[config.mk]
export PLATFORM = sky130hd
export DESIGN_NAME = sc_speed_tickdecoder_flat
export DESIGN_NICKNAME = d
export VERILOG_FILES = /design/src/rtl/sc_speed_tickdecoder_if.sv /design/src/rtl/sc_speed_tickdecoder.sv /design/src/flat_wrapper.sv
export SDC_FILE = /design/constraint.sdc
export NUM_CORES = 1
export LEC_CHECK = 0
export ABC_AREA = 1
export CAP_MARGIN = 30
export CORE_MARGIN = 1
export CORE_UTILIZATION = 51
export DETAILED_ROUTE_END_ITERATION = 8
export PLACE_DENSITY = 0.7
export RECOVER_POWER = 50
export SYNTH_ARGS = -nofsm -noshare
export SYNTH_HDL_FRONTEND = slang
export SYNTH_SLANG_ARGS = --single-unit
[constraint.sdc]
create_clock -name SC_SpeedDECODER_CLOCK_50 -period 3.25 [get_ports SC_SpeedDECODER_CLOCK_50]
set_clock_uncertainty 0.2 [all_clocks]
set_input_delay 0.8125 -clock SC_SpeedDECODER_CLOCK_50 [delete_from_list [all_inputs] [get_ports SC_SpeedDECODER_CLOCK_50]]
set_output_delay 0.8125 -clock SC_SpeedDECODER_CLOCK_50 [all_outputs]
set_load 0.1 [all_outputs]
[src/rtl/sc_speed_tickdecoder_if.sv]
// sc_speed_tickdecoder_if
//   Bundles the tick-decoder stream input, its synchronous clear and the
//   published measurement so that the decoder and its consumer share one port.
//   master : drives tick/clear and reads the measurement
//   slave  : the decoder itself
//   Signals:
//     SC_SpeedDECODER_tick_InLow     tick stream, rising edge marks one period
//     SC_SpeedDECODER_clear_InHigh   synchronous clear back to IDLE
//     SC_SpeedDECODER_period_OutBUS  last measured period in CLOCK_50 cycles
//     SC_SpeedDECODER_band_OutBUS    0 stopped, 1 slow, 2 mid, 3 fast
//     SC_SpeedDECODER_valid_OutHigh  one-cycle strobe on period/band update
//     SC_SpeedDECODER_timeout_OutHigh level, stream stopped
//     SC_SpeedDECODER_glitch_OutBUS  saturating count of rejected edges
interface sc_speed_tickdecoder_if #(
  parameter int unsigned CNT_WIDTH = 26
);
  logic                 SC_SpeedDECODER_tick_InLow;
  logic                 SC_SpeedDECODER_clear_InHigh;
  logic [CNT_WIDTH-1:0] SC_SpeedDECODER_period_OutBUS;
  logic [1:0]           SC_SpeedDECODER_band_OutBUS;
  logic                 SC_SpeedDECODER_valid_OutHigh;
  logic                 SC_SpeedDECODER_timeout_OutHigh;
  logic [7:0]           SC_SpeedDECODER_glitch_OutBUS;

  modport master (
    output SC_SpeedDECODER_tick_InLow,
    output SC_SpeedDECODER_clear_InHigh,
    input  SC_SpeedDECODER_period_OutBUS,
    input  SC_SpeedDECODER_band_OutBUS,
    input  SC_SpeedDECODER_valid_OutHigh,
    input  SC_SpeedDECODER_timeout_OutHigh,
    input  SC_SpeedDECODER_glitch_OutBUS
  );

  modport slave (
    input  SC_SpeedDECODER_tick_InLow,
    input  SC_SpeedDECODER_clear_InHigh,
    output SC_SpeedDECODER_period_OutBUS,
    output SC_SpeedDECODER_band_OutBUS,
    output SC_SpeedDECODER_valid_OutHigh,
    output SC_SpeedDECODER_timeout_OutHigh,
    output SC_SpeedDECODER_glitch_OutBUS
  );
endinterface

[src/rtl/sc_speed_tickdecoder.sv]
// sc_speed_tickdecoder
//   Receiving end of the speed-to-tick-rate timer. Counts CLOCK_50 cycles
//   between rising edges of the tick stream, rejects edges that arrive too
//   early (glitches), detects a stopped stream and publishes the period, a
//   speed band, a valid strobe and status.
//   Ports:
//     SC_SpeedDECODER_CLOCK_50      system clock
//     SC_SpeedDECODER_RESET_InHigh  asynchronous active-high reset
//     decIf (slave modport)         tick/clear in, period/band/valid/timeout/glitch out
//   Build option:
//     SC_SPEEDDECODER_AVG_EN  when defined, the published period is the mean of
//                             the last four accepted periods and the band is
//                             classified on that mean.
//
//   state   | meaning
//   --------+-----------------------------------------------------------
//   IDLE    | counter held, waiting for a reference edge
//   MEASURE | counting cycles since the last accepted edge
//   STOPPED | no edge within TIMEOUT_CYCLES, outputs held, waiting for edge
module sc_speed_tickdecoder #(
  parameter int unsigned CNT_WIDTH      = 26,
  parameter int unsigned TIMEOUT_CYCLES = 50000000,
  parameter int unsigned MIN_PERIOD     = 1000,
  parameter int unsigned BAND3_MAX      = 10000000,
  parameter int unsigned BAND2_MAX      = 14000000
) (
  input  logic                   SC_SpeedDECODER_CLOCK_50,
  input  logic                   SC_SpeedDECODER_RESET_InHigh,
  sc_speed_tickdecoder_if.slave  decIf
);

  if (!((MIN_PERIOD < BAND3_MAX) && (BAND3_MAX < BAND2_MAX) &&
        (BAND2_MAX < TIMEOUT_CYCLES))) begin : gParamOrderCheck
    $error("sc_speed_tickdecoder: need MIN_PERIOD < BAND3_MAX < BAND2_MAX < TIMEOUT_CYCLES");
  end
  if (64'(TIMEOUT_CYCLES) >= (64'd1 << CNT_WIDTH)) begin : gTimeoutWidthCheck
    $error("sc_speed_tickdecoder: TIMEOUT_CYCLES does not fit in CNT_WIDTH");
  end

  localparam logic [CNT_WIDTH-1:0] TIMEOUT_C = CNT_WIDTH'(TIMEOUT_CYCLES);
  localparam logic [CNT_WIDTH-1:0] MIN_C     = CNT_WIDTH'(MIN_PERIOD);
  localparam logic [CNT_WIDTH-1:0] BAND3_C   = CNT_WIDTH'(BAND3_MAX);
  localparam logic [CNT_WIDTH-1:0] BAND2_C   = CNT_WIDTH'(BAND2_MAX);
  localparam logic [CNT_WIDTH-1:0] ONE_C     = CNT_WIDTH'(1);

  typedef enum logic [1:0] {
    IDLE    = 2'd0,
    MEASURE = 2'd1,
    STOPPED = 2'd2
  } stateT;

  stateT                state;
  logic                 tickQ;
  logic [CNT_WIDTH-1:0] count;
  logic [CNT_WIDTH-1:0] periodReg;
  logic [1:0]           bandReg;
  logic                 validReg;
  logic                 timeoutReg;
  logic [7:0]           glitchReg;

  logic                 tick;
  logic                 clear;
  logic                 rise;
  logic [CNT_WIDTH-1:0] measPeriod;

  assign tick  = decIf.SC_SpeedDECODER_tick_InLow;
  assign clear = decIf.SC_SpeedDECODER_clear_InHigh;
  assign rise  = tick & ~tickQ;

  function automatic logic [1:0] bandOf(input logic [CNT_WIDTH-1:0] p);
    if (p <= BAND3_C)      return 2'd3;
    else if (p <= BAND2_C) return 2'd2;
    else                   return 2'd1;
  endfunction

`ifdef SC_SPEEDDECODER_AVG_EN
  // The incoming measurement is the newest of the four entries; only the
  // three older ones need storage.
  logic [CNT_WIDTH-1:0] hist [3];
  logic                 histFull;
  logic [CNT_WIDTH+1:0] avgSum;

  always_comb begin
    avgSum = {count, 2'b00};
    if (histFull) begin
      avgSum = {2'b00, count} + {2'b00, hist[0]} + {2'b00, hist[1]} + {2'b00, hist[2]};
    end
  end

  assign measPeriod = avgSum[CNT_WIDTH+1:2];
`else
  assign measPeriod = count;
`endif

  always_ff @(posedge SC_SpeedDECODER_CLOCK_50 or posedge SC_SpeedDECODER_RESET_InHigh) begin
    if (SC_SpeedDECODER_RESET_InHigh) begin
      state      <= IDLE;
      tickQ      <= 1'b0;
      count      <= '0;
      periodReg  <= '0;
      bandReg    <= 2'd0;
      validReg   <= 1'b0;
      timeoutReg <= 1'b0;
      glitchReg  <= 8'd0;
`ifdef SC_SPEEDDECODER_AVG_EN
      histFull   <= 1'b0;
      for (int i = 0; i < 3; i++) hist[i] <= '0;
`endif
    end else begin
      tickQ    <= tick;
      validReg <= 1'b0;
      if (clear) begin
        state      <= IDLE;
        count      <= '0;
        periodReg  <= '0;
        bandReg    <= 2'd0;
        timeoutReg <= 1'b0;
        glitchReg  <= 8'd0;
`ifdef SC_SPEEDDECODER_AVG_EN
        histFull   <= 1'b0;
        for (int i = 0; i < 3; i++) hist[i] <= '0;
`endif
      end else begin
        case (state)
          IDLE, STOPPED: begin
            // Any edge here is only a reference point for the next period.
            if (rise) begin
              state <= MEASURE;
              count <= ONE_C;
            end
          end
          MEASURE: begin
            // An edge coinciding with the timeout count is still a valid
            // measurement, so the edge branches come first.
            if (rise && (count >= MIN_C)) begin
              periodReg  <= measPeriod;
              bandReg    <= bandOf(measPeriod);
              validReg   <= 1'b1;
              timeoutReg <= 1'b0;
              count      <= ONE_C;
`ifdef SC_SPEEDDECODER_AVG_EN
              histFull <= 1'b1;
              if (histFull) begin
                hist[0] <= count;
                hist[1] <= hist[0];
                hist[2] <= hist[1];
              end else begin
                for (int i = 0; i < 3; i++) hist[i] <= count;
              end
`endif
            end else if (rise) begin
              if (glitchReg != 8'hFF) glitchReg <= glitchReg + 8'd1;
              count <= count + ONE_C;
            end else if (count == TIMEOUT_C) begin
              state      <= STOPPED;
              periodReg  <= TIMEOUT_C;
              bandReg    <= 2'd0;
              validReg   <= 1'b1;
              timeoutReg <= 1'b1;
`ifdef SC_SPEEDDECODER_AVG_EN
              histFull <= 1'b0;
              for (int i = 0; i < 3; i++) hist[i] <= '0;
`endif
            end else begin
              count <= count + ONE_C;
            end
          end
          default: state <= IDLE;
        endcase
      end
    end
  end

  assign decIf.SC_SpeedDECODER_period_OutBUS   = periodReg;
  assign decIf.SC_SpeedDECODER_band_OutBUS     = bandReg;
  assign decIf.SC_SpeedDECODER_valid_OutHigh   = validReg;
  assign decIf.SC_SpeedDECODER_timeout_OutHigh = timeoutReg;
  assign decIf.SC_SpeedDECODER_glitch_OutBUS   = glitchReg;

endmodule
[src/flat_wrapper.sv]
// flat-port wrapper written by rule: the top's interface ports become plain ports
module sc_speed_tickdecoder_flat 
#(
  parameter int unsigned CNT_WIDTH      = 26,
  parameter int unsigned TIMEOUT_CYCLES = 50000000,
  parameter int unsigned MIN_PERIOD     = 1000,
  parameter int unsigned BAND3_MAX      = 10000000,
  parameter int unsigned BAND2_MAX      = 14000000
)
  (SC_SpeedDECODER_CLOCK_50, SC_SpeedDECODER_RESET_InHigh, decIf_SC_SpeedDECODER_tick_InLow, decIf_SC_SpeedDECODER_clear_InHigh, decIf_SC_SpeedDECODER_period_OutBUS, decIf_SC_SpeedDECODER_band_OutBUS, decIf_SC_SpeedDECODER_valid_OutHigh, decIf_SC_SpeedDECODER_timeout_OutHigh, decIf_SC_SpeedDECODER_glitch_OutBUS);
  sc_speed_tickdecoder_if #(.CNT_WIDTH(CNT_WIDTH)) decIf_i ();
  input  logic SC_SpeedDECODER_CLOCK_50;
  input  logic SC_SpeedDECODER_RESET_InHigh;
  input wire logic [$bits(decIf_i.SC_SpeedDECODER_tick_InLow)-1:0] decIf_SC_SpeedDECODER_tick_InLow;
  input wire logic [$bits(decIf_i.SC_SpeedDECODER_clear_InHigh)-1:0] decIf_SC_SpeedDECODER_clear_InHigh;
  output wire logic [$bits(decIf_i.SC_SpeedDECODER_period_OutBUS)-1:0] decIf_SC_SpeedDECODER_period_OutBUS;
  output wire logic [$bits(decIf_i.SC_SpeedDECODER_band_OutBUS)-1:0] decIf_SC_SpeedDECODER_band_OutBUS;
  output wire logic [$bits(decIf_i.SC_SpeedDECODER_valid_OutHigh)-1:0] decIf_SC_SpeedDECODER_valid_OutHigh;
  output wire logic [$bits(decIf_i.SC_SpeedDECODER_timeout_OutHigh)-1:0] decIf_SC_SpeedDECODER_timeout_OutHigh;
  output wire logic [$bits(decIf_i.SC_SpeedDECODER_glitch_OutBUS)-1:0] decIf_SC_SpeedDECODER_glitch_OutBUS;
  assign decIf_i.SC_SpeedDECODER_tick_InLow = decIf_SC_SpeedDECODER_tick_InLow;
  assign decIf_i.SC_SpeedDECODER_clear_InHigh = decIf_SC_SpeedDECODER_clear_InHigh;
  assign decIf_SC_SpeedDECODER_period_OutBUS = decIf_i.SC_SpeedDECODER_period_OutBUS;
  assign decIf_SC_SpeedDECODER_band_OutBUS = decIf_i.SC_SpeedDECODER_band_OutBUS;
  assign decIf_SC_SpeedDECODER_valid_OutHigh = decIf_i.SC_SpeedDECODER_valid_OutHigh;
  assign decIf_SC_SpeedDECODER_timeout_OutHigh = decIf_i.SC_SpeedDECODER_timeout_OutHigh;
  assign decIf_SC_SpeedDECODER_glitch_OutBUS = decIf_i.SC_SpeedDECODER_glitch_OutBUS;
  sc_speed_tickdecoder #(.CNT_WIDTH(CNT_WIDTH), .TIMEOUT_CYCLES(TIMEOUT_CYCLES), .MIN_PERIOD(MIN_PERIOD), .BAND3_MAX(BAND3_MAX), .BAND2_MAX(BAND2_MAX)) u_core (.SC_SpeedDECODER_CLOCK_50(SC_SpeedDECODER_CLOCK_50), .SC_SpeedDECODER_RESET_InHigh(SC_SpeedDECODER_RESET_InHigh), .decIf(decIf_i));
endmodule
==> flow_metrics.tcl <==
set metrics [dict create \
    rsz0062_at_grt "no" \
    area_growth_syn_to_layout_pct 9.59 \
    max_freq_ghz 0.382 \
    critical-path-top-delay-family "simple AND/OR/NAND/NOR gates" \
    cts_max_level 3 \
    synth_cell_types 30 \
    most-common-layout-cells "200 x nand2_1, 98 x nor2_1, 67 x dfrtp_1, 62 x nand3_1, 55 x inv_1" \
    cellLeakagePower_nw 2.39 \
    num-nets-final 664 \
    finalCritPeriodShare_pct 80.5 \
    fp.dieW_microns 94.2 \
    whs_path_depth 2 \
    overflow 0 \
    tns_ns 0 \
    drive_gt1_share_pct 12.8 \
    clkPwrFrac_pct 42.0 \
    pwr-share-comb_pct 6.9 \
    worstSetupEndpointType "flip-flop" \
    antenna_found_initial 0 \
    critPathMaxStageDelay_ns 0.41 \
    critical_path.max_fanout 17 \
    seqPwrFrac_pct 51.1 \
    syn_nets 633 \
    slowest_stage "dfrtp_1" \
    drtAntennaViolNets 0 \
    dp_hpwl_mm 9.49 \
    arrival_ns 2.69 \
    synth_fa_ha_area_share_pct 0.867 \
    cts_max_path_buffers 2 \
    synth_area_sq_um 4330 \
    insertion_delay_ns 0.36 \
    cts_buffers 9 \
    ys_seq_area_share_pct 38.7 \
    layout_commonest_cell "nand2_1" \
    place_area_sq_um 4630 \
    yosysWarningCount 0 \
    clkSlewWorstSetupHoldPaths_ns 0.07 \
    port_buffers 41 \
    ios 42 \
    num_rows 33 \
    worstMarginPinSlew_ns 1.17 \
    grt_pass1_wl_mm 20.6 \
    r2r_cells 9 \
    cts-root-buf "clkbuf_8" \
    yosys.area_share.simple_pct 42.7 \
    ys_ff_latch 67 \
    cp_cell_sequence "nor2_4 > inv_1 > nor2_2 > nand3_2 > nand2_4 > inv_4 > nand2_2 > inv_2 > a21oi_1" \
    placed_cells 751 \
    internal_power_mw 1.22 \
    wl_per_cell_microns 16.8 \
    grt_pass1_vias 3812 \
    track_usage_pct 31.3 \
    num-fill-cells 822 \
    die-area_sq_um 8870 \
    finalCriticalPeriod_ns 2.62 \
    maxSlewHeadroom_pct 22.3 \
    coreArea_sq_um 8220 \
    dpl_worst_slack_ns 0.302 \
    crit_cells 9 \
    peakVddDrop_mv 0.188 \
    gp_routability_congestion 0.991 \
    power_density_nw_per_um2 350 \
    start_util_pct 52.7 \
    setup_viol 0 \
    worstSetupStartpointType "flip-flop" \
    cp.required_ns 3.32 \
    via_per_inst 5.54 \
    cp_num_buf_inv 3 \
    critPathKind "reg2reg" \
    postLayoutCellArea_sq_um 4750 \
    diodes 0 \
    synth_compound_area_share_pct 4.30 \
    hold_path.class "reg2reg" \
    swShare_pct 26.7 \
    hold_slack_ns 0.275 \
    synthMuxAreaShare_pct 0 \
    drc 0 \
    drv_cap 0 \
    drt_iter0_markers 406 \
    worst_slack_ns 0.632 \
    numClockSinks 67 \
    cts_tree "done" \
    vias 4252 \
    synth_cells 626 \
    outcome "finished, final reports clean" \
    p_sw_mw 0.444 \
    drt-total-wl_mm 12.9 \
    grt_max_degree 30 \
    ctsHoldBuffers 0 \
    finalHoldViolCount 0 \
    synth_top_family_by_area "simple AND/OR/NAND/NOR gates" \
    post_cts_resize_count 0 \
    avgSynthCellArea_sq_um 6.92 \
    maxSlewViolCount 0 \
    synth_xor_area_share_pct 2.83 \
    firstDrtPassIters 5 \
    postCtsSetupBuffers 0 \
    die_h_microns 94.2 \
    final_cells 767 \
]
cells in the mapped netlist (all sizes together):
library cell / n / area share (%)
a21oi: 5 / 0.58
buf: 29 / 5.1
dfrtp: 67 / 39
ha: 3 / 0.87
inv: 62 / 5.5
nand2: 217 / 20
nand3: 66 / 8.1
nand3b: 4 / 0.69
nand4: 19 / 2.7
nor2: 107 / 10
nor3: 4 / 0.58
nor3b: 1 / 0.17
o21a: 1 / 0.17
o21ai: 27 / 3.6
xor2: 14 / 2.8
logic make-up after synthesis:
logic type | count (synthesis)
AO/OA/AOI/OAI | 33
AND/OR/NAND/NOR | 418
adder cells (fa/ha/maj) | 3
flip-flops | 67
XOR/XNOR | 14
buffers and inverters | 91
per-stage QoR:
step,util (%),power (mW)
after global placement,56.4,0.977
after CTS,58.6,1.66
after detailed placement,56.4,0.980
final,57.8,1.66
after floorplan,-,0.946
after global routing,57.8,1.72
layout make-up:
cell class	instances	area [sq um]	share of cell area, %
clock buffer	11	131	2.77
clock inverter	5	53.8	1.13
inverter	62	238	5.01
multi-input combinational	468	2200	46.3
sequential	67	1680	35.3
timing repair buffer	49	318	6.69
tap	105	131	2.77
state kept, by name, summed over array words and instances (netlist names):
register                                      count
u_core.count                                     26
u_core.decIf.SC_SpeedDECODER_period_OutBUS       26
u_core.decIf.SC_SpeedDECODER_glitch_OutBUS        8
u_core.decIf.SC_SpeedDECODER_band_OutBUS          2
u_core.state                                      2
u_core.decIf.SC_SpeedDECODER_timeout_OutHigh      1
u_core.decIf.SC_SpeedDECODER_valid_OutHigh        1
u_core.tickQ                                      1
power by group through the flow:
stage / Sequential [mW] / Clock, mW / Combinational, mW
floorplan: 0.866 / 0 / 0.0808
global placement: 0.865 / 0 / 0.112
detailed placement: 0.865 / 0 / 0.115
CTS: 0.849 / 0.700 / 0.116
global route: 0.849 / 0.744 / 0.125
finish: 0.849 / 0.699 / 0.114
worst paths after layout:
| check | from | to | slack [ns] |
|---|---|---|---|
| worst max-delay path | u_core.state[1]$_DFFE_PP0P_ | u_core.count[1]$_DFFE_PP0P_ | 0.63 |
| worst min-delay path | u_core.decIf.SC_SpeedDECODER_period_OutBUS[10]$_DFFE_PP0P_ | u_core.decIf.SC_SpeedDECODER_period_OutBUS[10]$_DFFE_PP0P_ | 0.28 |
| worst max register to register | u_core.state[1]$_DFFE_PP0P_ | u_core.count[1]$_DFFE_PP0P_ | 0.63 |
| worst min register to register | u_core.decIf.SC_SpeedDECODER_period_OutBUS[10]$_DFFE_PP0P_ | u_core.decIf.SC_SpeedDECODER_period_OutBUS[10]$_DFFE_PP0P_ | 0.28 |
| max in group asynchronous | SC_SpeedDECODER_RESET_InHigh | u_core.count[13]$_DFFE_PP0P_ | 1.01 |
| min in group asynchronous | SC_SpeedDECODER_RESET_InHigh | u_core.decIf.SC_SpeedDECODER_period_OutBUS[3]$_DFFE_PP0P_ | 0.75 |
worst min-delay path: cells and delay by family (launching register included):
kind,cells,cell delay (ns)
flops,1,0.34
simple gates,2,0.11
routing by layer:
metal / track usage, % / wire length, microns / vias to the layer above
met5: 0 / 0 / -
met4: 8.97 / 289 / 0
met1: 45.3 / 5900 / 2020
met3: 5.34 / 909 / 26
li1: - / - / 2025
met2: 47.8 / 5780 / 181
Note: power is estimated with default switching activity, not from simulation.
